==> src/rtl/dict_value_decompressor.sv <==
`default_nettype none
// ============================================================================
// Module   : dict_value_decompressor
// Brief    : Rebuilds a serial bitstream from a frame of packed codebook
//            indices. Each index selects a CHUNK_SIZE-bit codeword from a
//            programmable codebook; codewords are emitted MSB first, one bit
//            per clock, with a frame_done pulse on the final bit.
// Revision : 1.0 - initial release
// ============================================================================
module dict_value_decompressor #(
    parameter int CHUNK_SIZE    = 8,
    parameter int CODEBOOK_SIZE = 16,
    parameter int INDEX_BITS    = $clog2(CODEBOOK_SIZE),
    parameter int NUM_CHUNKS    = 16
) (
    input  logic                           clk,
    input  logic                           rst,
    input  logic                           cb_wr_en,
    input  logic [INDEX_BITS-1:0]          cb_wr_addr,
    input  logic [CHUNK_SIZE-1:0]          cb_wr_data,
    input  logic [NUM_CHUNKS*INDEX_BITS-1:0] compressed_in,
    input  logic                           compressed_valid,
    output logic                           in_ready,
    output logic                           data_out,
    output logic                           data_out_valid,
    output logic                           frame_done
);

    localparam int c_CHUNK_W = (NUM_CHUNKS > 1) ? $clog2(NUM_CHUNKS) : 1;
    localparam int c_BIT_W   = (CHUNK_SIZE > 1) ? $clog2(CHUNK_SIZE) : 1;
    localparam logic [c_CHUNK_W-1:0] c_LAST_CHUNK = c_CHUNK_W'(NUM_CHUNKS - 1);
    localparam logic [c_BIT_W-1:0]   c_LAST_BIT   = c_BIT_W'(CHUNK_SIZE - 1);

    typedef enum logic [0:0] {
        S_IDLE = 1'b0,
        S_EMIT = 1'b1
    } state_t;

    state_t                          r_state;
    state_t                          w_state_next;

    logic [CHUNK_SIZE-1:0]           r_codebook [CODEBOOK_SIZE];
    logic [NUM_CHUNKS*INDEX_BITS-1:0] r_idx;
    logic                            r_valid_prev;
    logic [c_CHUNK_W-1:0]            r_chunk_cnt;
    logic [c_BIT_W-1:0]              r_bit_cnt;
    logic                            r_data_out;
    logic                            r_data_out_valid;
    logic                            r_frame_done;

    logic [c_CHUNK_W-1:0]            w_chunk_next;
    logic [c_BIT_W-1:0]              w_bit_next;
    logic                            w_data_out_next;
    logic                            w_valid_next;
    logic                            w_done_next;

    logic                            w_accept;
    logic                            w_last_bit;
    logic                            w_last_chunk;
    logic [c_CHUNK_W-1:0]            w_nchunk;
    logic [c_BIT_W-1:0]              w_nbit;
    logic                            w_next_is_last;
    logic [INDEX_BITS-1:0]           w_idx_arr [NUM_CHUNKS];
    logic [INDEX_BITS-1:0]           w_lk_idx;
    logic [c_BIT_W-1:0]              w_lk_bitsel;
    logic [CHUNK_SIZE-1:0]           w_word;
    logic                            w_lk_bit;
    logic                            w_wr_ok;
    logic                            w_rd_ok;

    // Chunk 0 sits in the most significant INDEX_BITS of the packed vector.
    genvar gi;
    generate
        for (gi = 0; gi < NUM_CHUNKS; gi++) begin : g_unpack
            assign w_idx_arr[gi] = r_idx[(NUM_CHUNKS-1-gi)*INDEX_BITS +: INDEX_BITS];
        end
    endgenerate

    // Out-of-range addresses only exist when the codebook is not a power of two.
    generate
        if (CODEBOOK_SIZE == (1 << INDEX_BITS)) begin : g_pow2
            assign w_wr_ok = 1'b1;
            assign w_rd_ok = 1'b1;
        end else begin : g_npow2
            assign w_wr_ok = ({1'b0, cb_wr_addr} < (INDEX_BITS+1)'(CODEBOOK_SIZE));
            assign w_rd_ok = ({1'b0, w_lk_idx}   < (INDEX_BITS+1)'(CODEBOOK_SIZE));
        end
    endgenerate

    assign w_accept       = (r_state == S_IDLE) && compressed_valid && !r_valid_prev;
    assign w_last_bit     = (r_bit_cnt == c_LAST_BIT);
    assign w_last_chunk   = (r_chunk_cnt == c_LAST_CHUNK);
    assign w_nbit         = w_last_bit ? '0 : r_bit_cnt + 1'b1;
    assign w_nchunk       = w_last_bit ? r_chunk_cnt + 1'b1 : r_chunk_cnt;
    assign w_next_is_last = (w_nchunk == c_LAST_CHUNK) && (w_nbit == c_LAST_BIT);

    // The bit to be shown next cycle is looked up now, so outputs stay
    // registered while the first bit still lands right after the accept cycle.
    assign w_lk_idx    = (r_state == S_IDLE) ? compressed_in[NUM_CHUNKS*INDEX_BITS-1 -: INDEX_BITS]
                                             : w_idx_arr[w_nchunk];
    assign w_lk_bitsel = (r_state == S_IDLE) ? c_LAST_BIT : (c_LAST_BIT - w_nbit);

    // A same-cycle write to the entry being read is forwarded so a write is
    // seen by the very next emitted bit.
    assign w_word   = !w_rd_ok ? '0 :
                      (cb_wr_en && w_wr_ok && (cb_wr_addr == w_lk_idx)) ? cb_wr_data
                                                                        : r_codebook[w_lk_idx];
    assign w_lk_bit = w_word[w_lk_bitsel];

    assign in_ready       = (r_state == S_IDLE);
    assign data_out       = r_data_out;
    assign data_out_valid = r_data_out_valid;
    assign frame_done     = r_frame_done;

    // State register.
    always_ff @(posedge clk or posedge rst) begin
        if (rst) begin
            r_state <= S_IDLE;
        end else begin
            r_state <= w_state_next;
        end
    end

    // Next-state and next-output decode.
    always_comb begin
        w_state_next    = r_state;
        w_chunk_next    = r_chunk_cnt;
        w_bit_next      = r_bit_cnt;
        w_data_out_next = 1'b0;
        w_valid_next    = 1'b0;
        w_done_next     = 1'b0;
        case (r_state)
            S_IDLE: begin
                if (w_accept) begin
                    w_state_next    = S_EMIT;
                    w_chunk_next    = '0;
                    w_bit_next      = '0;
                    w_data_out_next = w_lk_bit;
                    w_valid_next    = 1'b1;
                end
            end
            S_EMIT: begin
                if (w_last_bit && w_last_chunk) begin
                    w_state_next = S_IDLE;
                end else begin
                    w_chunk_next    = w_nchunk;
                    w_bit_next      = w_nbit;
                    w_data_out_next = w_lk_bit;
                    w_valid_next    = 1'b1;
                    w_done_next     = w_next_is_last;
                end
            end
            default: begin
                w_state_next = S_IDLE;
            end
        endcase
    end

    // Counters, registered outputs, index capture and valid edge tracking.
    always_ff @(posedge clk or posedge rst) begin
        if (rst) begin
            r_idx            <= '0;
            r_valid_prev     <= 1'b0;
            r_chunk_cnt      <= '0;
            r_bit_cnt        <= '0;
            r_data_out       <= 1'b0;
            r_data_out_valid <= 1'b0;
            r_frame_done     <= 1'b0;
        end else begin
            r_valid_prev     <= compressed_valid;
            r_chunk_cnt      <= w_chunk_next;
            r_bit_cnt        <= w_bit_next;
            r_data_out       <= w_data_out_next;
            r_data_out_valid <= w_valid_next;
            r_frame_done     <= w_done_next;
            if (w_accept) begin
                r_idx <= compressed_in;
            end
        end
    end

    // Codebook register file, writable in any state.
    always_ff @(posedge clk or posedge rst) begin
        if (rst) begin
            for (int i = 0; i < CODEBOOK_SIZE; i++) begin
                r_codebook[i] <= '0;
            end
        end else if (cb_wr_en && w_wr_ok) begin
            r_codebook[cb_wr_addr] <= cb_wr_data;
        end
    end

endmodule
`default_nettype wire

==> config.mk <==
export PLATFORM = sky130hd
export DESIGN_NAME = dict_value_decompressor
export DESIGN_NICKNAME = d
export VERILOG_FILES = /design/src/rtl/dict_value_decompressor.sv
export SDC_FILE = /design/constraint.sdc
export NUM_CORES = 1
export LEC_CHECK = 0
export BUFFER_PORTS_ARGS = -buffer_cell sky130_fd_sc_hd__buf_2
export CAP_MARGIN = 0
export CORE_MARGIN = 3
export CORE_UTILIZATION = 60
export CTS_CLUSTER_DIAMETER = 150
export CTS_CLUSTER_SIZE = 16
export DETAILED_ROUTE_END_ITERATION = 8
export GPL_TIMING_DRIVEN = 0
export PLACE_DENSITY = 0.8
export SLEW_MARGIN = 40
export SYNTH_ARGS = -nofsm -noshare
export SYNTH_HDL_FRONTEND = slang
export SYNTH_SLANG_ARGS = --single-unit
==> constraint.sdc <==
create_clock -name clk -period 7.28 [get_ports clk]
set_input_delay 0.728 -clock clk [delete_from_list [all_inputs] [get_ports clk]]
set_output_delay 0.728 -clock clk [all_outputs]
set_load 0.1 [all_outputs]
======== Yosys cells after proc, flatten, opt, wreduce, memory -nomap -nowiden ========
Cells that the tools add are included.
word-level totals
  register bits after elaboration ......... 203
  input port bits ......................... 80
  output and inout port bits .............. 4
  logic and storage cells ................. 80
cells by class
  add/sub/neg operators ................... 3
  $lt $le $gt $ge ......................... 5
  equality and inequality tests ........... 7
  muxes and demuxes ....................... 30
  bitwise gates (word level) .............. 4
  reduce and logical (&&, ||, !) cells .... 8
operators with widths
  operator                                                              count
  128-bit bitwise mux                                                   1
  8-bit binary-select mux with 4-bit select                             1
  8-bit demux with 4-bit select                                         1
  8-bit two-way mux                                                     4
  4-bit two-way mux                                                     6
  4-bit binary-select mux with 4-bit select                             1
  5-bit >= comparator, second input constant                            3
  4-bit inverter with 5-bit output                                      3
  3-bit two-way mux                                                     4
  4-bit == test, second input constant                                  2
  4-bit one-hot mux with 2 select lines                                 1
  1-bit two-way mux                                                     7
  3-bit == test, second input constant                                  2
  1-bit logical AND                                                     6
  3-bit one-hot mux with 2 select lines                                 1
  5-bit by 1-bit < comparator with 1-bit output, second input constant  1
  4-bit by 1-bit adder with 4-bit output, second input constant         1
  4-bit == test                                                         1
  3-bit by 4-bit < comparator with 1-bit output, second input constant  1
  1-bit one-hot mux with 2 select lines                                 2
  3-bit by 1-bit adder with 3-bit output, second input constant         1
  1-bit binary-select mux with 3-bit select                             1
  3-bit subtractor, first input constant                                1
  2-bit by 1-bit != test with 1-bit output, second input constant       1
  4 further kinds                                                       4

======== Logic depth before layout (Yosys ltp) ========
Gate-level depths: netlist of the first run.
  depth in word-level cells ............... 16
  gate-level depth with buffers ........... 17
  gate-level depth less buffers ........... 13

======== Worst setup path after synthesis of the first run ========
OpenSTA, ideal clock, no wires.
  path kind ............................... register -> register
  start ................................... register r_bit_cnt[0]
  end ..................................... register r_data_out, in the netlist data_out
  library setup time ...................... 0.132 ns
  arrival ................................. 3.389 ns
  required time ........................... 7.148 ns
  path slack .............................. 3.758 ns
  cell stages (with the launch flop) ...... 15
  buffers on the path ..................... 2
  period minus slack after synthesis ...... 3.522 ns
  cell sequence ........................... dfrtp_1 ha_1 ha_1 xor2_1 mux4_1 a21bo_1 nand4_1 mux2i_2 buf_6 buf_6 mux4_2 mux2i_1 nand2_1 nand4_1 a32oi_1
on the way
  word-level cells in the longest chain between the ends .. 16
  elaborated cells between the ends (all ways) .. 24
  classes of those cells .................. add/sub: 2; eq/ne: 2; mux: 16; bitwise: 2; reduce/logical: 2
RTL lines
  element                                                 line      source
  from (decl)                                             46        logic [c_BIT_W-1:0] r_bit_cnt;
  from (signal assigned)                                  172       r_bit_cnt <= w_bit_next;
  3-bit == test                                           91        assign w_last_bit = (r_bit_cnt == c_LAST_BIT);
  4-bit two-way mux                                       94        assign w_nchunk = w_last_bit ? r_chunk_cnt + 1'b1 : r_chunk_cnt;
  4-bit inverter with 5-bit output (not written as such)  100       : w_idx_arr[w_nchunk];
  4-bit binary-select mux with 4-bit select               100
  4-bit two-way mux (not written as such) (2 in a row)    100
  4-bit two-way mux                                       99        assign w_lk_idx = (r_state == S_IDLE) ? compressed_in[NUM_CHUNKS*INDEX_BITS-1 -: INDEX_BITS]
  4-bit inverter with 5-bit output (not written as such)  107       : r_codebook[w_lk_idx];
  8-bit binary-select mux with 4-bit select               107
  8-bit two-way mux (not written as such) (2 in a row)    107
  8-bit two-way mux                                       106       (cb_wr_en && w_wr_ok && (cb_wr_addr == w_lk_idx)) ? cb_wr_data
  1-bit binary-select mux with 3-bit select               108       assign w_lk_bit = w_word[w_lk_bitsel];
  1-bit two-way mux (not written as such)                 108
  1-bit two-way mux, on equally long branches             143, 134
  1-bit one-hot mux with 2 select lines *                 132       case (r_state)
  named net w_data_out_next                               53        logic w_data_out_next;
  to (signal assigned)                                    173       r_data_out <= w_data_out_next;
  to (decl)                                               47        logic r_data_out;
Mark *: on every way through the listed nets, which the timed path passes. The rest lies on a longest branch. The select of a mux whose other input is x is not followed.
A chain may end at the register's enable or synchronous reset.

======== Final worst setup path of the first run ========
Same ends and word-level chain as after synthesis.

==> results_dict.tcl, run 1 <==
set metrics [dict create \
    cts.hold.buffers_added 0 \
    synthArstFlopShare_pct 100 \
    core_um2 16800 \
    wire_per_inst_um 21.7 \
    nFillCells 1272 \
    final_common_cell "nand2_1" \
    numCtsBuffers 16 \
    grt_pass1_vias 7587 \
    maxSlewViolCount 0 \
    register_area_um2 5080 \
    cp_num_buf_inv 2 \
    synthFlopType "dfrtp_1" \
    clock.fmax_mhz 226 \
    hpwl_um 18700 \
    multiInputGateArea_um2 4980 \
    reg2regPathDepth 15 \
    holdWs_ns 0.219 \
    start_util_pct 62.0 \
    path_max_fanout 10 \
    clock-sinks 203 \
    drt_iter0_drc 659 \
    clk_latency_ns 0.48 \
    netlist_area_um2 10400 \
    yosys_warnings 0 \
    setup_viol 0 \
    syn_nets 988 \
    vdd_ir_drop_max_mv 0.222 \
    cts_setup_buffers 0 \
    drc_errors 0 \
    final_cell_mix "nand2_1 (213), dfrtp_1 (203), mux2_2 (138)" \
    routed_wl_um 26700 \
    clockBufferDepth 3 \
    area_growth_pct 12.0 \
    layout-drive-gt1-share_pct 30.3 \
    die_w_um 138 \
    port_buffers 80 \
    grt_pass1_wl_um 41500 \
    post-route-period-util_pct 60.9 \
    required_ns 7.63 \
    endpoint_kind "flip-flop" \
    critPathLaunchType "flip-flop" \
    dieArea_um2 18900 \
    utilization_pct 69.5 \
    viasPerCell 6.11 \
    hold_class "input port to asynchronous set/reset pin" \
    yosysSeqAreaShare_pct 48.9 \
    synth.avg_cell_area_um2 11.5 \
    rrSetupSlack_ns 2.85 \
    vias 7508 \
    drv_cap 0 \
    first_pass_iters 5 \
    crit_cells 15 \
    pin_count 84 \
    htree_num_levels 1 \
    ctsRootBufferMaster "clkbuf_16" \
    antenna_found_initial 1 \
    detail-route-antenna-nets 0 \
    synth_seq_cells 203 \
    skew_ns 0.0110 \
    cp.arrival_ns 4.78 \
    worst_pin_slew_ns 0.804 \
    clk_pin_slew_ns 0.07 \
    final_nets 1091 \
    max_stage_delay_ns 0.64 \
    cpLargestDelayFamily "multiplexers" \
    synth-edff-count 0 \
    ys_types 63 \
    cts.repair.resized 0 \
    power_mw 4.64 \
    outcome "completed" \
    worstPathCellList "ha_1, ha_1, xor2_2, mux4_1, a21bo_1, nand4_1, mux2i_2, buf_6, buf_6, mux2i_1, nand2_1, o21ai_0, o211ai_1, nand4_1, a32oi_1" \
    min_period_ns 4.43 \
    rsz0062_at_grt "no" \
    place.gp.congestion 0.946 \
    std_cell_rows 47 \
    cp_slowest_cell "mux4_1" \
    die_y_um 138 \
    grt_overflow_total 0 \
    crit_type "flip-flop to flip-flop" \
    grt_start_max_net_pins 70 \
    powerDensity_nw_per_um2 399 \
    synthCells 904 \
    leakagePower_nw 5.53 \
    slew_headroom_pct 46.4 \
    cts_tree "built" \
    hold_viol_final 0 \
    grt.total_usage_pct 28.8 \
]
per-layer routing:
metal / track usage, % / share of wire [%] / wire length, µm
met3: 7.63 / 8.7 / 2330
met5: 0 / 0 / 0
met2: 44.5 / 46 / 12300
met4: 7.65 / 1.9 / 499
met1: 40.7 / 43 / 11500
worst reg2reg max path: stages, from the launching register on:
cell      delay, ns
dfrtp_1        0.40
ha_1           0.20
ha_1           0.29
xor2_2         0.55
mux4_1         0.64
a21bo_1        0.24
nand4_1        0.18
mux2i_2        0.36
buf_6          0.24
buf_6          0.19
mux2i_1        0.09
nand2_1        0.06
o21ai_0        0.12
o211ai_1       0.24
nand4_1        0.13
a32oi_1        0.37
metrics by stage:
stage | instances | TNS [ns] | setup slack (ns) | instance area [µm²]
floorplan | 904 | 0 | 1.01 | 10400
global placement | 1204 | -225.66 | -1.12 | 11100
detailed placement | 1209 | 0 | 2.88 | 11200
CTS | 1227 | 0 | 2.91 | 11600
global route | 1228 | 0 | 2.65 | 11600
finish | 1228 | 0 | 2.85 | 11600
layout make-up:
class,instances,share of cell area [%]
Buffer,56,2.90
Inverter,9,0.354
Antenna cell,1,0.0215
Clock buffer,17,3.65
Clock inverter,1,0.0645
Multi-Input combinational cell,636,42.8
Sequential cell,203,43.6
Tap cell,220,2.36
Timing Repair Buffer,85,4.25
logic make-up after synthesis:
kind of cell               after synthesis  share of synthesized area (%)
DFF                                    203                           48.9
adders and majority gates                4                          0.481
xor gates and xnor gates                 9                          0.758
buffers and inverters                   65                           3.57
muxes                                  249                           28.5
AOI/OAI and AO/OA                       82                           5.94
and+or+nand+nor                        292                           11.9
cell usage after synthesis (all sizes together), types with 2 or more instances:
| library cell | n | area (µm²) |
|---|---|---|
| a22oi | 6 | 45.0 |
| o211ai | 7 | 57.6 |
| nor3 | 5 | 25.0 |
| o211a | 2 | 20.0 |
| a21o | 4 | 30.0 |
| nand3b | 3 | 22.5 |
| a211oi | 3 | 27.5 |
| a21oi | 9 | 48.8 |
| xnor2 | 8 | 70.1 |
| or3 | 2 | 12.5 |
| a2111oi | 2 | 25.0 |
| nand2b | 10 | 62.6 |
| nand2 | 214 | 806 |
| nor2 | 24 | 90.1 |
| o21ai | 8 | 40.0 |
| a21bo | 2 | 20.0 |
| a31oi | 2 | 18.8 |
| and2 | 2 | 12.5 |
| and3 | 6 | 37.5 |
| inv | 9 | 33.8 |
| o22a | 4 | 35.0 |
| ha | 4 | 50.1 |
| mux2i | 89 | 898 |
| a32oi | 6 | 52.6 |
| a211o | 2 | 17.5 |
| mux4 | 22 | 510 |
| dfrtp | 203 | 5080 |
| o2bb2ai | 2 | 17.5 |
| buf | 28 | 233 |
| mux2 | 138 | 1550 |
| nor4 | 2 | 18.8 |
| o21a | 2 | 15.0 |
| nor2b | 6 | 37.5 |
| nand4 | 4 | 25.0 |
| o22ai | 15 | 93.8 |
| clkbuf | 28 | 105 |
| nand3 | 9 | 45.0 |
report_power, final:
part,internal (mW),leakage (nW),switching (mW)
Combinational,1.06,2.81,1.20
Sequential,1.41,2.51,0.175
Clock,0.415,0.210,0.386
Total,2.88,5.53,1.76
final timing paths:
kind | startpoint | to
max | r_bit_cnt[0] | data_out
min | rst | r_idx[34]
max reg2reg | r_bit_cnt[0] | data_out
min reg2reg | r_idx[38] | r_idx[38]
max in group asynchronous | rst | r_codebook[127]
min in group clk | compressed_valid | r_valid_prev
sequential cells by signal, summed over array words and instances (netlist names):
signal and count:
data_out 1, data_out_valid 1, frame_done 1, r_bit_cnt 3, r_chunk_cnt 4, r_codebook 128
r_idx 64, r_valid_prev 1
(Power assumes the default switching activity.)
==> run 2: changes to the inputs <==
Settings changed: ABC_AREA set to 1, CORE_UTILIZATION 60 to 54, PLACE_DENSITY 0.8 to 0.76.
Clock period 7.28 ns to 3.9 ns, I/O delays scaled along.
==> run 2 against run 1 <==
Clock power increased by 89%. Die area increased by 3.8%. Cell area decreased by 4.6%. Maximum frequency increased by 20%. Clock-buffer cell count unchanged. Combinational power increased by 140%. Via count increased by 15%. First-iteration DRC count increased by 67%. Sequential share of layout area increased by 2.1 points. Synthesized area decreased by 6.5%. Worst setup slack got worse by 2.6 ns. Cell count increased by 18%. Critical path type unchanged. Critical endpoint unchanged. Largest cell class unchanged. Highest routed layer unchanged.
==> results_dict.tcl, run 2 <==
set metrics [dict create \
    vias 8637 \
    synthFlopType "dfrtp_1" \
    pin_count 84 \
    power_mw 9.95 \
    maxSlewViolCount 0 \
    grt.total_usage_pct 29.6 \
    yosysMostFrequentCell "nand2_1" \
    synthCells 1116 \
    slew_headroom_pct 43.6 \
    yosys_warnings 0 \
    grt_overflow_total 0 \
    cts_tree "built" \
    synth_area_leaders "dfrtp_1 (52%), nand2_1 (12%), nand3_1 (11%)" \
    yosysTopAreaCellShare_pct 52.2 \
    cp_slowest_cell "dfrtp_1" \
    final_cell_mix "nand2_1 (316), nand3_1 (209), dfrtp_1 (203)" \
    numCtsBuffers 16 \
    first_pass_iters 5 \
    post-route-period-util_pct 94.4 \
    drt_iter0_drc 1103 \
    yosysSeqAreaShare_pct 52.2 \
    htree_num_levels 1 \
    top_usage_layer "met2" \
    worstPathCellList "ha_1, ha_1, buf_6, nand2_4, nand2_4, buf_6, nand2_1, nand3_1, nand3_1, nand3_2, nand2_1, nand2_1, nand2_2, buf_2, nand2_1, nand3_1, nand3_1, nand3_1, nand3_1, nand3_1, nand3_1, nand2_1, nand2_1, nor2_1" \
    ys_types 33 \
    clock.fmax_mhz 272 \
    hold_viol_final 0 \
    finalNonFillerCells 1452 \
    design_area_um2 11100 \
    setup_viol 0 \
    endpoint_kind "flip-flop" \
    critPathLaunchType "flip-flop" \
    powerDensity_nw_per_um2 896 \
    area_growth_pct 14.2 \
    std_cell_rows 48 \
    worst_pin_slew_ns 0.846 \
    top_register "r_codebook" \
    layout-drive-gt1-share_pct 18.5 \
    rsz0062_at_grt "no" \
    final_common_cell "nand2_1" \
    synthTopCellsByCount "nand2_1 (316), nand3_1 (209), dfrtp_1 (203)" \
    ctsRootBufferMaster "clkbuf_16" \
    final_nets 1310 \
    die_y_um 140 \
    grt_start_max_net_pins 27 \
    antenna_found_initial 1 \
    syn_nets 1200 \
    clk_latency_ns 0.49 \
    synth-edff-count 0 \
    netlist_area_um2 9730 \
    skew_ns 0.0194 \
    port_buffers 82 \
    vdd_ir_drop_max_mv 0.573 \
    detail-route-antenna-nets 0 \
    synth.avg_cell_area_um2 8.72 \
    synth_top_area_cell "dfrtp_1" \
    die_w_um 140 \
    viasPerCell 5.95 \
    setup_tns_ns 0 \
    min_period_ns 3.68 \
    nFillCells 1497 \
    clock-sinks 203 \
    required_ns 4.29 \
    hold_class "input port to flip-flop" \
    synth_seq_cells 203 \
    max_stage_delay_ns 0.41 \
    crit_top_cell "nand3_1" \
    utilization_pct 63.6 \
    clockBufferDepth 3 \
    place.gp.congestion 1.01 \
    synthArstFlopShare_pct 100 \
    path_max_fanout 10 \
    grtUsageMet1_pct 42.3 \
    dpl_cell_area_um2 10600 \
    core_um2 17500 \
    clk_pin_slew_ns 0.07 \
    grt_use_met2_pct 44.7 \
    grt_pass1_vias 8405 \
    dp_cells 1432 \
    grt_use_met3_pct 6.86 \
    crit_type "flip-flop to flip-flop" \
    dieArea_um2 19700 \
    routed_wl_um 29100 \
    largest_reg_flops 128 \
    drc_errors 0 \
    hpwl_um 20300 \
    outcome "completed" \
    start_util_pct 55.7 \
    leakagePower_nw 5.26 \
    drv_cap 0 \
    grt_pass1_wl_um 45800 \
    cp.arrival_ns 4.07 \
    largest_registers "r_codebook x128, r_idx x64, r_chunk_cnt x4" \
    wire_per_inst_um 20.1 \
]
run 2: power breakdown:
part / switching (mW) / internal (mW) / total, mW
Sequential: 0.360 / 2.75 / 3.11
Combinational: 3.52 / 1.81 / 5.33
Clock: 0.738 / 0.775 / 1.51
run 2: path summary, 6_finish.rpt:
| check | slack [ns] | cells past startpoint | to | start |
|---|---|---|---|---|
| setup / recovery | 0.22 | 24 | data_out | r_bit_cnt[0] |
| hold / removal | 0.02 | 1 | r_valid_prev | compressed_valid |
| setup reg to reg | 0.22 | 24 | data_out | r_bit_cnt[0] |
| hold reg to reg | 0.49 | 2 | r_codebook[80] | r_codebook[80] |
| max in group asynchronous | 2.50 | 8 | r_codebook[55] | rst |
| min in group asynchronous | 0.46 | 4 | r_idx[51] | rst |
run 2: per-layer routing:
metal | wire, µm | vias up | share of wire (%)
met3 | 2840 | 85 | 9.7
met1 | 12100 | 4167 | 41
met2 | 13000 | 434 | 45
li1 | - | 3951 | -
met4 | 1200 | 0 | 4.1
met5 | 0 | - | 0
run 2: timing repair:
item | 4_1_cts | 5_1_grt
setup buffers | 0 | 0
endpoints found under the hold margin | 20 | 0
resized for setup | 0 | 6
endpoints found under the setup margin | 0 | 1
hold buffers | 1 | 0
run 2: area by class of cell:
cell class | instances | area, µm² | area share (%)
Sequential cell | 203 | 5080 | 45.7
Multi-Input combinational cell | 811 | 4180 | 37.6
Timing Repair Buffer | 92 | 631 | 5.68
Clock buffer | 17 | 425 | 3.83
Buffer | 66 | 365 | 3.29
Tap cell | 225 | 282 | 2.53
Inverter | 36 | 139 | 1.25
Clock inverter | 1 | 7.51 | 0.0676
Antenna cell | 1 | 2.50 | 0.0225
run 2: per-stage QoR:
| stage | worst slack [ns] | hold slack, ns |
|---|---|---|
| after floorplan | 0.410 | 0.421 |
| after global placement | -0.317 | 0.466 |
| after detailed placement | 0.182 | 0.420 |
| after CTS | 0.166 | 0.0136 |
| after global routing | 0.0305 | 0.0219 |
| final | 0.217 | 0.0207 |
run 2: cells by family (layout without fill, tap and decap cells):
kind of cell / count (synthesis) / in the layout / synth area share [%]
mux: 61 / 61 / 7.06
xor+xnor: 2 / 2 / 0.450
buf+inv: 102 / 212 / 5.04
simple gates: 594 / 594 / 26.8
fa+ha+maj: 4 / 4 / 0.515
other cells: 0 / 1 / 0
flops: 203 / 203 / 52.2
compound gates: 150 / 150 / 7.91
run 2: worst max-delay path, delay by kind of cell (launching register included):
family	cells	cell delay, ns
and+or+nand+nor	19	2.05
buffers and inverters	3	0.70
DFF	1	0.41
adders and majority gates	2	0.39
